--- src/rtl/mem_io_sequencer.sv ---
// Load/store sequencer: decodes a core data request into a single-cycle
// BRAM access or a handshaked peripheral access with timeout, freezing the
// core until a one-cycle completion pulse is produced.
module mem_io_sequencer #(
  parameter int unsigned IO_TIMEOUT = 15
) (
  input  logic        clk,
  input  logic        rst_n,
  input  logic        req_valid,
  input  logic        req_we,
  input  logic [31:0] req_addr,
  input  logic [31:0] req_wdata,
  output logic        stall,
  output logic        rsp_valid,
  output logic [31:0] rsp_rdata,
  output logic        rsp_err,
  output logic        mem_en,
  output logic        mem_we,
  output logic [13:0] mem_addr,
  output logic [31:0] mem_wdata,
  input  logic [31:0] mem_rdata,
  output logic        io_req,
  output logic        io_we,
  output logic [9:0]  io_addr,
  output logic [31:0] io_wdata,
  input  logic        io_ack,
  input  logic [31:0] io_rdata
);

  localparam int unsigned CW = $clog2(IO_TIMEOUT) + 1;

  typedef enum logic [1:0] {S_IDLE, S_MEM, S_IO, S_RESP} state_t;

  state_t        state, state_nx;
  logic [13:0]   word_q;
  logic [31:0]   wdata_q;
  logic [31:0]   rdata_q;
  logic          we_q;
  logic          err_q;
  logic          from_mem_q;
  logic [CW-1:0] cnt_q;

  logic is_io, misaligned, timeout;

  assign is_io      = (req_addr[31:10] == 22'h3FFFFF);
  assign misaligned = (req_addr[1:0] != 2'b00);
  assign timeout    = (cnt_q == CW'(IO_TIMEOUT - 1));

  // Only the word address is latched: misaligned requests never reach
  // MEM or IO, so the IO byte address always has zero low bits.
  assign mem_addr  = word_q;
  assign mem_wdata = wdata_q;
  assign io_addr   = {word_q[7:0], 2'b00};
  assign io_wdata  = wdata_q;

  // State register
  always_ff @(posedge clk or negedge rst_n) begin
    if (!rst_n) state <= S_IDLE;
    else        state <= state_nx;
  end

  // Next-state decode
  always_comb begin
    state_nx = state;
    case (state)
      S_IDLE: begin
        if (req_valid) begin
          if (misaligned) state_nx = S_RESP;
          else if (is_io) state_nx = S_IO;
          else            state_nx = S_MEM;
        end
      end
      S_MEM:  state_nx = S_RESP;
      S_IO:   if (io_ack || timeout) state_nx = S_RESP;
      S_RESP: state_nx = S_IDLE;
      default: state_nx = S_IDLE;
    endcase
  end

  // Request latches, IO wait counter and response capture
  always_ff @(posedge clk or negedge rst_n) begin
    if (!rst_n) begin
      word_q     <= '0;
      wdata_q    <= '0;
      rdata_q    <= '0;
      we_q       <= 1'b0;
      err_q      <= 1'b0;
      from_mem_q <= 1'b0;
      cnt_q      <= '0;
    end else begin
      case (state)
        S_IDLE: begin
          if (req_valid) begin
            word_q     <= req_addr[15:2];
            wdata_q    <= req_wdata;
            we_q       <= req_we;
            rdata_q    <= '0;
            cnt_q      <= '0;
            err_q      <= misaligned;
            from_mem_q <= !misaligned && !is_io;
          end
        end
        S_IO: begin
          cnt_q <= cnt_q + 1'b1;
          if (io_ack) begin
            rdata_q <= we_q ? '0 : io_rdata;
            err_q   <= 1'b0;
          end else if (timeout) begin
            rdata_q <= '0;
            err_q   <= 1'b1;
          end
        end
        default: ;
      endcase
    end
  end

  // Output decode; stall is held low while reset is asserted
  always_comb begin
    stall     = 1'b0;
    rsp_valid = 1'b0;
    rsp_rdata = '0;
    rsp_err   = 1'b0;
    mem_en    = 1'b0;
    mem_we    = 1'b0;
    io_req    = 1'b0;
    io_we     = 1'b0;
    case (state)
      S_IDLE: stall = rst_n && req_valid;
      S_MEM: begin
        stall  = rst_n;
        mem_en = 1'b1;
        mem_we = we_q;
      end
      S_IO: begin
        stall  = rst_n;
        io_req = 1'b1;
        io_we  = we_q;
      end
      S_RESP: begin
        rsp_valid = 1'b1;
        rsp_err   = err_q;
        rsp_rdata = from_mem_q ? (we_q ? '0 : mem_rdata) : rdata_q;
      end
      default: ;
    endcase
  end

endmodule

--- config.mk ---
export PLATFORM = sky130hd
export DESIGN_NAME = mem_io_sequencer
export DESIGN_NICKNAME = d
export VERILOG_FILES = /design/src/rtl/mem_io_sequencer.sv
export SDC_FILE = /design/constraint.sdc
export NUM_CORES = 1
export LEC_CHECK = 0
export BUFFER_PORTS_ARGS = -buffer_cell sky130_fd_sc_hd__buf_4
export CAP_MARGIN = 20
export CORE_MARGIN = 4
export CORE_UTILIZATION = 49
export CTS_CLUSTER_DIAMETER = 60
export DETAILED_ROUTE_END_ITERATION = 7
export GPL_ROUTABILITY_DRIVEN = 0
export PLACE_DENSITY = 0.87
export SYNTH_ARGS = -nofsm -noshare
export SYNTH_HDL_FRONTEND = slang
export SYNTH_SLANG_ARGS = --single-unit
--- constraint.sdc ---
create_clock -name clk -period 4.8 [get_ports clk]
set_input_delay 0.96 -clock clk [delete_from_list [all_inputs] [get_ports clk]]
set_output_delay 0.96 -clock clk [all_outputs]
set_load 0.05 [all_outputs]
# [Word-level counts from Yosys, hierarchy flattened]
# Cells that the tools add are included.
[word_totals] ff_bits=88 out_inout_bits=127 wordCells=56
[classes] add_sub_neg=1 n_eq_ne=8 n_mux=26 reduce_logical=13
[ops] cell="32-bit two-way mux" n=7
[ops] cell="32-bit case mux with 2 select lines" n=1
[ops] cell="22-bit equality test (second input constant)" n=1
[ops] cell="5-bit case mux with 2 select lines" n=1
[ops] cell="1-bit two-way mux" n=9
[ops] cell="2-bit two-way mux" n=4
[ops] cell="2-bit case mux with 4 select lines" n=1
[ops] cell="2-bit AND reduction" n=3
[ops] cell="5-bit by 1-bit adder with 5-bit output (second input constant)" n=1
[ops] cell="5-bit by 4-bit equality test with 1-bit output (second input constant)" n=1
[ops] cell="5-bit two-way mux" n=1
[ops] cell="2-bit equality test (second input constant)" n=2
[ops] cell="2-bit != test (second input constant)" n=2
[ops] cell="1-bit case mux with 2 select lines" n=2
[ops] cell="2-bit nonzero test" n=2
[ops] cell="3-bit != test (second input constant)" n=1
[ops] cell="3-bit AND reduction" n=1
[ops] cell="2-bit by 1-bit equality test with 1-bit output (second input constant)" n=1
[ops] cell="1-bit logical AND" n=2
[ops] cell="1-bit logical NOT" n=2
[ops] cell="2-bit logical NOT" n=1
[ops] cell="2-bit OR reduction" n=1
[ops] cell="1-bit logical OR" n=1

# [Depth between registers and ports, before layout]
[depth] ltp_word=5 depth_mapped=9

# [Worst setup path after synthesis]
# Ideal clock, no wire load.
[synth_path] path_type="input to output" start="input port req_valid" end="output port stall" arrival_time_ns=2.324 required_time_ns=3.840 slack_ns=1.516 cell_stages=3 n_path_buf=1 cell_sequence="buf_2 -> a21oi_1 -> nor3b_1"
[synth_between] elab_chain_cells=2
[synth_lines] element="from (decl)" line="9" source="input logic req_valid,"
[synth_lines] element="1-bit logical AND" line="129" source="S_IDLE: stall = rst_n && req_valid;"
[synth_lines] element="1-bit case mux with 2 select lines" line="128" source="case (state)"
[synth_lines] element="to (decl)" line="13" source="output logic stall,"
# Every way passes these cells.

# [Worst setup path after layout]
[layout_path] start="register state[0]" end="output port rsp_rdata[6]"
[layout_between] elab_chain_cells=2
[layout_lines] element="from (decl)" line="34" source="state_t state, state_nx;"
[layout_lines] element="from (signal assigned)" line="59" source="else state <= state_nx;"
[layout_lines] element="2-bit equality test" line="128"
[layout_lines] element="32-bit two-way mux" line="128"
[layout_lines] element="to (decl)" line="15" source="output logic [31:0] rsp_rdata,"
# Every way passes these cells.

==> impl_metrics.ini <==
[run_status]
status = complete, no violations

[worst_hold_path]
hp-class = register to register

[power]
ir_drop_mv = 0.686
pwr_density_cell_nw_per_um2 = 799
total_power_mw = 5.38
pwr-share-clk = 0.123
p_leak_nw = 3.27
combPwrFrac = 0.639
swShare = 0.533
p_sw_mw = 2.87
intPower_mw = 2.51
seq_power_share = 0.238

[route]
ant_nets = 0
wl_per_cell_um = 16.3
drc_errors = 0
drt-vias-per-instance = 5.02
num_vias = 4078
routed_wl_um = 13200
drtPass1Iterations = 6
drtIter0Drc = 153

[finish]
fin_cells = 812
final_common_cell = buf_4
stdcell_area_um2 = 6730
layout_common_cells = buf_4 (261), dfrtp_1 (88), nand2_1 (70), nor2b_1 (63), mux2_1 (47)
antenna_cells = 0
synthToLayoutAreaGrowth_pct = 40.3
drive_gt1_frac = 0.457
fin_nets = 818

[die]
core_um2 = 9370
dieArea_um2 = 11400
num_rows = 35
ios = 260
die_y_um = 107
start_util = 0.511
die_w_um = 107

[clocking]
holdBufCountCts = 0
clk_pin_slew_worst_paths_ns = 0.08
numCtsBuffers = 9
clock_latency_ns = 0.35
tritoncts = done
cts_resized = 0
clock_sinks = 88
htree_levels = 3
cts-root-buf = clkbuf_8
max-clock-path-buffers = 2
cts_setup_buffers = 0

[critical_path]
crit_type = register to output pin
r2r_cells = 7
start_kind = register
crit_end = rsp_rdata[6]
startpoint = state[0]$_DFFE_PN0P_
arrival_ns = 2.00
rrSetupSlack_ns = 1.97
crit_fanout = 35
crit_required_ns = 3.84
reg2reg_to = rdata_q[27]$_DFFE_PN0P_
critPathCaptureType = output pin
timing.rr.start = state[0]$_DFFE_PN0P_

[yosys]
yosys.area_share.xor_xnor = 0
synth_top_area_share = 0.459
synthCells = 475
seq_area_frac_synth = 0.459
yosysUniqueCellTypes = 40
synthArstFlopShare = 1.00
synth_top_family_by_area = simple AND/OR/NAND/NOR gates
synth_area_um2 = 4790
yosys-mux-area-fraction = 0.115
avgSynthCellArea_um2 = 10.1
yosys_warnings = 0
synth_area_leaders = dfrtp_1 (46%), mux2_1 (11%), nor2b_1 (8.4%), buf_4 (6.6%), nand2_1 (5.6%)
synth-compound-area-share = 0.115
ys_seq_elements = 88
synth_fa_ha_area_frac = 0.0183
synth_top_area_cell = dfrtp_1
synth-simple-area-share = 0.184
ys.flop_type = dfrtp_1
synth_edf_count = 0

[global_routing]
grt_pass1_wl_um = 20800
antenna_found_initial = 0
grt_usage = 0.232
grt_start_max_net_pins = 51
grt_pass1_vias = 4181
overflow = 0

[timing]
fin_crit_sh = 0.617
worst_slew_pin_slew_ns = 1.10
setup_viol = 0
slew_violations = 0
slew_headroom = 0.263
layout_min_cycle_time_ns = 2.96
skew_ns = 0.0141
rsz0062_at_grt = no
fmax_mhz = 338
setup_tns_ns = 0
hold_viol = 0
fin_ws_ns = 1.84

[job]
max_cap_viol_count = 0

[place]
post_dp_cell_area_um2 = 6430
dp_worst_setup_slack_ns = 1.84
dp.cells = 795
place_hpwl_um = 10500
port-buffer-count = 257
metrics by stage:
| stage | hold WS, ns | utilization |
|---|---|---|
| after floorplan | 0.443 | - |
| after global placement | 0.452 | 0.686 |
| after detailed placement | 0.459 | 0.686 |
| after CTS | 0.478 | 0.715 |
| after global routing | 0.496 | 0.718 |
| final | 0.475 | 0.718 |
Yosys cell counts (4+ instances only):
cell type  count
dfrtp_1       88
nand2_1       71
nor2b_1       64
mux2_1        47
buf_4         42
a21oi_1       32
o21ai_2       28
buf_2         14
clkbuf_1       8
buf_6          7
ha_1           7
nand4_1        7
nor2_1         7
o21ai_1        7
and2_1         6
inv_1          5
nand3_1        4
per-layer routing:
layer | vias to the layer above | GRT usage | share of wire | wire (um)
li1 | 1957 | - | - | -
met1 | 1917 | 0.258 | 0.36 | 4750
met2 | 182 | 0.432 | 0.53 | 7070
met3 | 22 | 0.0560 | 0.083 | 1100
met4 | 0 | 0.0795 | 0.024 | 314
met5 | - | 0 | 0 | 0
sequential cells by signal, indices dropped and copies added (netlist names):
signal      flops
from_mem_q      1
rdata_q        32
we_q            1
err_q           1
state           2
cnt_q           5
mem_addr       14
io_wdata       32
power by group through the flow:
stage	sequential, mW	combinational, mW	clock [mW]
after floorplan	1.93	2.05	0
after global placement	1.27	3.38	0
after detailed placement	1.29	3.44	0
after CTS	1.28	3.44	0.679
after global routing	1.33	3.61	0.715
final	1.28	3.43	0.662
worst min-delay path by stage:
stage / from / endpoint / slack, ns / cells past startpoint
3_5_place_dp: rdata_q[6]$_DFFE_PN0P_ / rdata_q[6]$_DFFE_PN0P_ / 0.46 / 2
6_report: rdata_q[4]$_DFFE_PN0P_ / rdata_q[4]$_DFFE_PN0P_ / 0.48 / 2
2_1_floorplan: rdata_q[0]$_DFFE_PN0P_ / rdata_q[0]$_DFFE_PN0P_ / 0.44 / 2
3_3_place_gp: rdata_q[6]$_DFFE_PN0P_ / rdata_q[6]$_DFFE_PN0P_ / 0.45 / 2
4_1_cts: rdata_q[6]$_DFFE_PN0P_ / rdata_q[6]$_DFFE_PN0P_ / 0.48 / 2
5_1_grt: rdata_q[17]$_DFFE_PN0P_ / rdata_q[17]$_DFFE_PN0P_ / 0.50 / 2
cell families after synthesis:
| kind of cell | count (synthesis) |
|---|---|
| AND/OR/NAND/NOR | 172 |
| flip-flops | 88 |
| AO/OA/AOI/OAI | 81 |
| buffers and inverters | 77 |
| multiplexers | 49 |
| adder cells (fa/ha/maj) | 7 |
| other | 1 |
final cells by class:
class	count	area (um^2)
multi-input cells	311	2080
clock buffers	11	141
repair buffers	262	1990
flip-flops and latches	88	2200
fillers	718	2650
inverters	6	22.5
well taps	129	161
clock inverters	5	128
worst max-delay path, cell delays in order (launching register included):
cell and delay [ns]:
dfrtp_1 0.41, ha_1 0.79, nor2b_1 0.24, buf_4 0.22
No activity file was read; power rests on OpenSTA's default activity.
